**config.mk**
```make
export PLATFORM = sky130hd
export DESIGN_NAME = add_sub_serial_flat
export DESIGN_NICKNAME = d
export VERILOG_FILES = /design/src/rtl/add_sub_serial_if.sv /design/src/rtl/add_sub_serial.sv /design/src/flat_wrapper.sv
export SDC_FILE = /design/constraint.sdc
export NUM_CORES = 1
export LEC_CHECK = 0
export CORE_MARGIN = 1.5
export CORE_UTILIZATION = 45
export CTS_BUF_LIST = sky130_fd_sc_hd__clkbuf_16
export DETAILED_ROUTE_END_ITERATION = 10
export PLACE_DENSITY = 0.7
export SLEW_MARGIN = 20
export SYNTH_ARGS = -nofsm -noshare
export SYNTH_HDL_FRONTEND = slang
export SYNTH_SLANG_ARGS = --single-unit
```
**constraint.sdc**
```tcl
create_clock -name clk_in -period 2.1 [get_ports clk_in]
set_clock_uncertainty 0.2 [all_clocks]
set_input_delay 0.42 -clock clk_in [delete_from_list [all_inputs] [get_ports clk_in]]
set_output_delay 0.42 -clock clk_in [all_outputs]
set_load 0.01 [all_outputs]
```
**src/rtl/add_sub_serial_if.sv**
```systemverilog
// Start/done handshake and result bundle for the digit-serial adder/subtractor.
interface add_sub_serial_if #(
    parameter int WIDTH = 8
);
    logic             start_in;
    logic             opcode;
    logic [WIDTH-1:0] a_in;
    logic [WIDTH-1:0] b_in;
    logic             busy_out;
    logic             done_out;
    logic [WIDTH-1:0] sum_out;
    logic             flag_out;
    logic             ovf_out;

    modport master (
        output start_in, opcode, a_in, b_in,
        input  busy_out, done_out, sum_out, flag_out, ovf_out
    );

    modport slave (
        input  start_in, opcode, a_in, b_in,
        output busy_out, done_out, sum_out, flag_out, ovf_out
    );
endinterface

```
**src/rtl/add_sub_serial.sv**
```systemverilog
// Digit-serial add/subtract, DIGIT bits per clock, LSB first, start/done handshake.
// Optional feature: define ADD_SUB_SAT_EN to saturate sum_out on signed overflow.
module add_sub_serial #(
    parameter int WIDTH = 8,
    parameter int DIGIT = 1
) (
    input  logic          clk_in,
    input  logic          rst_n_in,
    add_sub_serial_if.slave bus
);
    localparam int N     = WIDTH / DIGIT;
    localparam int CNT_W = (N > 1) ? $clog2(N) : 1;
    localparam logic [CNT_W-1:0] LAST = CNT_W'(N - 1);

    localparam logic [0:0] IDLE = 1'b0;
    localparam logic [0:0] RUN  = 1'b1;

    generate
        if (WIDTH < 2 || DIGIT < 1 || (WIDTH % DIGIT) != 0) begin : g_bad_cfg
            $error("add_sub_serial: WIDTH must be >= 2 and a multiple of DIGIT");
        end
    endgenerate

    logic [0:0]       state;
    logic [CNT_W-1:0] cnt;
    logic             busy_q, done_q, flag_q, ovf_q;
    logic [WIDTH-1:0] sum_q;

    logic [WIDTH-1:0] a_sr, b_sr, res_sr;
    logic             carry, sign_a, sign_b;

    logic             accept;
    logic [DIGIT:0]   digit_sum;
    logic [WIDTH+DIGIT-1:0] res_cat;
    logic [WIDTH-1:0] res_next, sum_fin;
    logic             ovf_next;

`ifdef ADD_SUB_SAT_EN
    function automatic logic [WIDTH-1:0] saturate(input logic [WIDTH-1:0] s,
                                                  input logic ovf, input logic sa);
        logic signed [WIDTH-1:0] pos_max;
        logic signed [WIDTH-1:0] neg_min;
        pos_max = {1'b0, {(WIDTH-1){1'b1}}};
        neg_min = {1'b1, {(WIDTH-1){1'b0}}};
        if (ovf) return sa ? neg_min : pos_max;
        return s;
    endfunction
`endif

    assign accept = (state == IDLE) && bus.start_in;

    // New digit enters the result register from the MSB side, so after N
    // shifts the register holds the complete LSB-first sum.
    always_comb begin
        digit_sum = {1'b0, a_sr[DIGIT-1:0]} + {1'b0, b_sr[DIGIT-1:0]}
                  + {{DIGIT{1'b0}}, carry};
        res_cat   = {digit_sum[DIGIT-1:0], res_sr};
        res_next  = res_cat[WIDTH+DIGIT-1:DIGIT];
        ovf_next  = (sign_a == sign_b) && (res_next[WIDTH-1] != sign_a);
    end

`ifdef ADD_SUB_SAT_EN
    assign sum_fin = saturate(res_next, ovf_next, sign_a);
`else
    assign sum_fin = res_next;
`endif

    // Operand shift registers and running carry need no reset: every bit is
    // loaded on accept before it is consumed.
    always_ff @(posedge clk_in) begin
        if (accept) begin
            a_sr   <= bus.a_in;
            b_sr   <= bus.opcode ? ~bus.b_in : bus.b_in;
            carry  <= bus.opcode;
            sign_a <= bus.a_in[WIDTH-1];
            sign_b <= bus.opcode ? ~bus.b_in[WIDTH-1] : bus.b_in[WIDTH-1];
        end else if (state == RUN) begin
            a_sr   <= a_sr >> DIGIT;
            b_sr   <= b_sr >> DIGIT;
            res_sr <= res_next;
            carry  <= digit_sum[DIGIT];
        end
    end

    always_ff @(posedge clk_in or negedge rst_n_in) begin
        if (!rst_n_in) begin
            state  <= IDLE;
            cnt    <= '0;
            busy_q <= 1'b0;
            done_q <= 1'b0;
            sum_q  <= '0;
            flag_q <= 1'b0;
            ovf_q  <= 1'b0;
        end else begin
            done_q <= 1'b0;
            case (state)
                IDLE: begin
                    if (bus.start_in) begin
                        state  <= RUN;
                        busy_q <= 1'b1;
                        cnt    <= '0;
                    end
                end
                RUN: begin
                    if (cnt == LAST) begin
                        state  <= IDLE;
                        busy_q <= 1'b0;
                        done_q <= 1'b1;
                        cnt    <= '0;
                        sum_q  <= sum_fin;
                        flag_q <= digit_sum[DIGIT];
                        ovf_q  <= ovf_next;
                    end else begin
                        cnt <= cnt + CNT_W'(1);
                    end
                end
                default: state <= IDLE;
            endcase
        end
    end

    assign bus.busy_out = busy_q;
    assign bus.done_out = done_q;
    assign bus.sum_out  = sum_q;
    assign bus.flag_out = flag_q;
    assign bus.ovf_out  = ovf_q;
endmodule

```
**src/flat_wrapper.sv**
```systemverilog
// flat-port wrapper written by rule: the top's interface ports become plain ports
module add_sub_serial_flat 
#(
    parameter int WIDTH = 8,
    parameter int DIGIT = 1
)
  (clk_in, rst_n_in, bus_start_in, bus_opcode, bus_a_in, bus_b_in, bus_busy_out, bus_done_out, bus_sum_out, bus_flag_out, bus_ovf_out);
  add_sub_serial_if #(.WIDTH(WIDTH)) bus_i ();
  input  logic clk_in;
  input  logic rst_n_in;
  input wire logic [$bits(bus_i.start_in)-1:0] bus_start_in;
  input wire logic [$bits(bus_i.opcode)-1:0] bus_opcode;
  input wire logic [$bits(bus_i.a_in)-1:0] bus_a_in;
  input wire logic [$bits(bus_i.b_in)-1:0] bus_b_in;
  output wire logic [$bits(bus_i.busy_out)-1:0] bus_busy_out;
  output wire logic [$bits(bus_i.done_out)-1:0] bus_done_out;
  output wire logic [$bits(bus_i.sum_out)-1:0] bus_sum_out;
  output wire logic [$bits(bus_i.flag_out)-1:0] bus_flag_out;
  output wire logic [$bits(bus_i.ovf_out)-1:0] bus_ovf_out;
  assign bus_i.start_in = bus_start_in;
  assign bus_i.opcode = bus_opcode;
  assign bus_i.a_in = bus_a_in;
  assign bus_i.b_in = bus_b_in;
  assign bus_busy_out = bus_i.busy_out;
  assign bus_done_out = bus_i.done_out;
  assign bus_sum_out = bus_i.sum_out;
  assign bus_flag_out = bus_i.flag_out;
  assign bus_ovf_out = bus_i.ovf_out;
  add_sub_serial #(.WIDTH(WIDTH), .DIGIT(DIGIT)) u_core (.clk_in(clk_in), .rst_n_in(rst_n_in), .bus(bus_i));
endmodule
```
### After elaboration in Yosys (flattened, before gate mapping)

Index checks and enable logic that the tools add are counted.

* flip-flop bits (word level): 43
* output and inout port bits: 12

* add/subtract/negate cells: 3
* equality and inequality tests: 5
* multiplexer cells: 19
* bitwise gates (word level): 4
* reductions and logical operators: 6

Operators by type and width (count)
* $mux 8: 5
* $mux 1: 9
* $not 8->8: 1
* $mux 3: 2
* $pmux 3 s2: 1
* $reduce_and 2->1: 3
* $ne 2x2->1 const B: 2
* $pmux 1 s2: 2
* $add 3x1->3 const B: 1
* $eq 3x3->1 const B: 1
* $not 1->1: 3
* $add 1x1->2: 1
* $add 2x1->2: 1
* $logic_and 1x1->1: 2
* $reduce_bool 2->1: 1
* $eq 1x1->1: 1
* $ne 1x1->1: 1

### Longest topological paths before layout

* word-level depth: 4
* gate-level depth with buffers: 5
* mapped depth without buffers: 5

### Least setup slack after synthesis

OpenSTA, ideal clock, no wires.

* path type: flip-flop to flip-flop
* start: register u_core.carry
* end: register u_core.ovf_q (netlist: u_core.bus.ovf_out)
* setup time: 0.082 ns
* arrival: 1.532 ns
* required time: 1.818 ns
* path slack: 0.287 ns
* cell stages (with the launch flop): 4
* path buffers: 0
* period minus slack after synthesis: 1.813 ns
* cells stage by stage: edfxtp_1 -> fa_1 -> or3b_2 -> a31oi_1

* longest elaborated chain between the ends: 3

Ends and longest elaborated chain
* from (decl): line add_sub_serial.sv:30 `logic carry, sign_a, sign_b;`
* from (signal assigned): line add_sub_serial.sv:74 `carry <= bus.opcode;`
* from (signal assigned): line add_sub_serial.sv:81 `carry <= digit_sum[DIGIT];`
* $add 2x1->2: line add_sub_serial.sv:56 `+ {{DIGIT{1'b0}}, carry};`
* via u_core.digit_sum[0]: line add_sub_serial.sv:33 `logic [DIGIT:0] digit_sum;`
* $ne 1x1->1: line add_sub_serial.sv:59 `ovf_next = (sign_a == sign_b) && (res_next[WIDTH-1] != sign_a);`
* $logic_and 1x1->1: line add_sub_serial.sv:59
* to (signal assigned): line add_sub_serial.sv:112 `ovf_q <= ovf_next;`
* to (decl): line add_sub_serial.sv:26 `logic busy_q, done_q, flag_q, ovf_q;`

The timed path passes the listed nets, and every way through them passes these cells.
A chain may end at the register's enable or synchronous reset.

### Final worst setup path

Ends and elaborated chain as after synthesis.

==> key figures <==
STA
  – Crit path time final: 1.92 ns
  – Slew @ Worst Pin: 0.444 ns
  – Worst slew margin: a little over two thirds
  – Peak Freq: about 520 MHz
  – Fin crit share: roughly 91%
  – Endpoints failing setup: 0
  – Setup TNS Final: 0 ns
  – Final Max Tran Viols: 0
  – RSZ-0062 raised after global routing: no
  – Endpoints failing hold: 0

Worst setup path
  – Crit start category: flip-flop
  – R2R depth: 3
  – Critical path required time: 2.09 ns
  – Crit. End Element: flip-flop
  – CP Max Fanout: 4
  – Worst EP arrival: roughly 1.9 ns
  – Crit Reg-Reg Endpoint: u_core.bus.ovf_out$_DFFE_PN0P_
  – Reg2Reg Setup Slack: 0.18 ns
  – Reg-to-Reg Start: u_core.carry$_DFFE_PP_
  – Critical path class: flip-flop to flip-flop

Flow run
  – Max Cap Violations: 0

Min path
  – Hold crit path type: flip-flop to flip-flop
  – WHS Path Cells: 0
  – Hold Path End: u_core.res_sr[5]$_DFFE_PP_
  – Hold Startpoint: u_core.res_sr[6]$_DFFE_PP_

Floorplan
  – Num ports: 32
  – Core Box Area: 3740 um^2
  – Die W: 66.1 um
  – Core Rows: 22
  – Initial Utilization: 47.8%
  – DIE HEIGHT: roughly 66 um
  – Full die area: 4360 um^2

Yosys
  – Mapped Nets: around 130
  – Count of cell types in the netlist: 26
  – Yosys Warn Count: 0
  – Area contributors post-synth: edfxtp_1 (44%), dfrtp_1 (22%), mux2_2 (11%)
  – FF+latch count, synth: 42
  – Synthesized instance count: 103
  – Biggest area consumer among synthesized cells: edfxtp_1
  – Syn avg cell area: 17.4 um^2
  – Seq/Total Area, Yosys: roughly two thirds
  – Post-synth top area share: 43.6%
  – Mapped cell area: roughly 1800 um^2

Power
  – Pwr per Cell Area: roughly 1400 nW/um^2
  – Tot Pwr: 3.26 mW
  – Switch Pwr: 0.836 mW
  – Lkg Pwr: between 0.9 and 1 nW
  – VDD IR max: 0.644 mV
  – Flop pwr share: 48.4%
  – Internal: 2.42 mW
  – Clk pwr share: 21.7%
  – Sw Ratio: ~26%
  – Part of the power in combinational logic: 29.9%

Finish
  – Final nets: 165
  – Synthesis-to-finish area growth: 27.8%
  – Diode count: 0
  – Post-layout util: about three fifths
  – Post-Layout Cell Count: 190
  – Final instance area: 2290 um^2
  – Layout cells sized above 1: between 20 and 30%

Clock network
  – Worst-Skew Late Latency: 0.28 ns
  – Maximum clock insertion buffer count: 2
  – # hold bufs at CTS: 0
  – H-tree depth: 2
  – Reg clk slew, reported paths: approximately 0.05 ns
  – CTS sink cnt: 42
  – Post-CTS Resized: 0
  – CTS tree: built
  – Cts bufs inserted: 5
  – CTS root buf: clkbuf_16
  – Post-CTS Setup Inserts: 0

Global route
  – GRT overflow: 0
  – Largest net degree at the start of global routing: 21
  – First-pass GRT wire length: around 4.5 mm
  – Initial antenna violation count: 0
  – GRT Resource Usage Total: 14.7%
  – Vias in the first global route: 925

Routing
  – DR pass1 iterations: 4
  – Drt total wl: 2.64 mm
  – DR WL/cell: about 14 um
  – Vias: around 940
  – Final antenna-violating net count: 0
  – DR iter-0 viols: 17
  – DR vias/cell: between 4 and 5
  – Drt drc: 0

Place
  – HPWL after detailed placement: slightly below 2 mm
  – Placed standard-cell area: 2150 um^2
  – Cells after DPL: 182
  – GP Congestion: about 0.71
  – IO Port Bufs: 31

Outcome
  – Outcome: completed
==> synth_stat cells, drive strengths merged <==
cell,number
a21oi,1
a22o,2
a31oi,1
and2,2
buf,4
dfrtp,16
dlygate4sd1,1
edfxtp,26
fa,1
ha,3
inv,4
mux2,24
nand2,1
nand3b,1
nor2,2
nor2b,1
o21bai,1
o22ai,1
o31ai,1
or3b,2
xor2,8
==> layer usage <==
layer  vias to the layer above  track usage, %  wire (um)
li1                        446               -          -
met1                       457            17.8       1140
met2                        30            23.2       1320
met3                         3            6.13        158
met4                         0            6.12         29
met5                         -               0          0
==> power groups by stage <==
stage	clock network (mW)	logic [mW]	registers, mW
final	0.707	0.973	1.58
after global routing	0.765	1.07	1.63
after CTS	0.728	0.990	1.58
after detailed placement	0	0.991	1.59
after global placement	0	0.958	1.57
after floorplan	0	0.607	1.56
==> how the worst max path moves through the flow <==
stage	slack (ns)	end	cells past startpoint	startpoint
after floorplan	0.29	u_core.bus.ovf_out$_DFFE_PN0P_	3	u_core.carry$_DFFE_PP_
after global placement	0.06	u_core.carry$_DFFE_PP_	4	bus_start_in
after detailed placement	0.03	u_core.b_sr[0]$_DFFE_PP_	3	bus_opcode
after CTS	0.17	u_core.bus.ovf_out$_DFFE_PN0P_	3	u_core.carry$_DFFE_PP_
after global routing	0.09	u_core.bus.ovf_out$_DFFE_PN0P_	3	u_core.carry$_DFFE_PP_
final	0.18	u_core.bus.ovf_out$_DFFE_PN0P_	3	u_core.carry$_DFFE_PP_
==> worst max-delay path: stages, from the launching register on <==
cell and delay, ns:
edfxtp_1 0.39, fa_1 0.60, or3b_2 0.45, a31oi_1 0.19
==> sequential cells by signal, summed over array words and instances, names as in the netlist <==
name	flops
u_core.bus.ovf_out	1
u_core.bus.sum_out	8
u_core.sign_a	1
u_core.bus.busy_out	1
u_core.b_sr	8
u_core.bus.done_out	1
u_core.carry	1
u_core.state	1
u_core.a_sr	8
u_core.cnt	3
u_core.bus.flag_out	1
u_core.res_sr	7
u_core.sign_b	1
==> final cells by class <==
type	instances	area [um^2]
repair buffers	36	360
clock buffers	5	125
well taps	48	60.1
clock inverters	3	12.5
multi-input cells	52	533
fillers	299	1460
inverters	4	15.0
flip-flops and latches	42	1180
==> cells in the final DEF (no fill, tap or decap), types with 2 or more instances in the layout <==
master,n
dfrtp_1,16
a22o_1,2
clkdlybuf4s50_1,31
inv_1,4
clkbuf_16,5
ha_1,3
inv_2,2
xor2_1,8
buf_4,4
mux2_2,18
and2_1,2
mux2_4,6
nor2_1,2
or3b_2,2
edfxtp_1,26
==> through the flow <==
step	hold slack (ns)	setup WS, ns
global placement	0.229	0.0592
CTS	0.244	0.166
finish	0.247	0.181
detailed placement	0.230	0.0291
floorplan	-0.0756	0.287
global route	0.261	0.0926
==> cell families (layout without fill, tap and decap cells) <==
group / after synthesis / after routing / synth area share, %
AOI/OAI and AO/OA: 7 / 7 / 2.80
DFF: 42 / 42 / 66.0
buffers and inverters: 9 / 48 / 4.20
adders and majority gates: 4 / 4 / 3.22
and+or+nand+nor: 9 / 9 / 3.50
xor gates and xnor gates: 8 / 8 / 3.92
muxes: 24 / 24 / 16.4
Note: power is estimated with default switching activity, not from simulation.
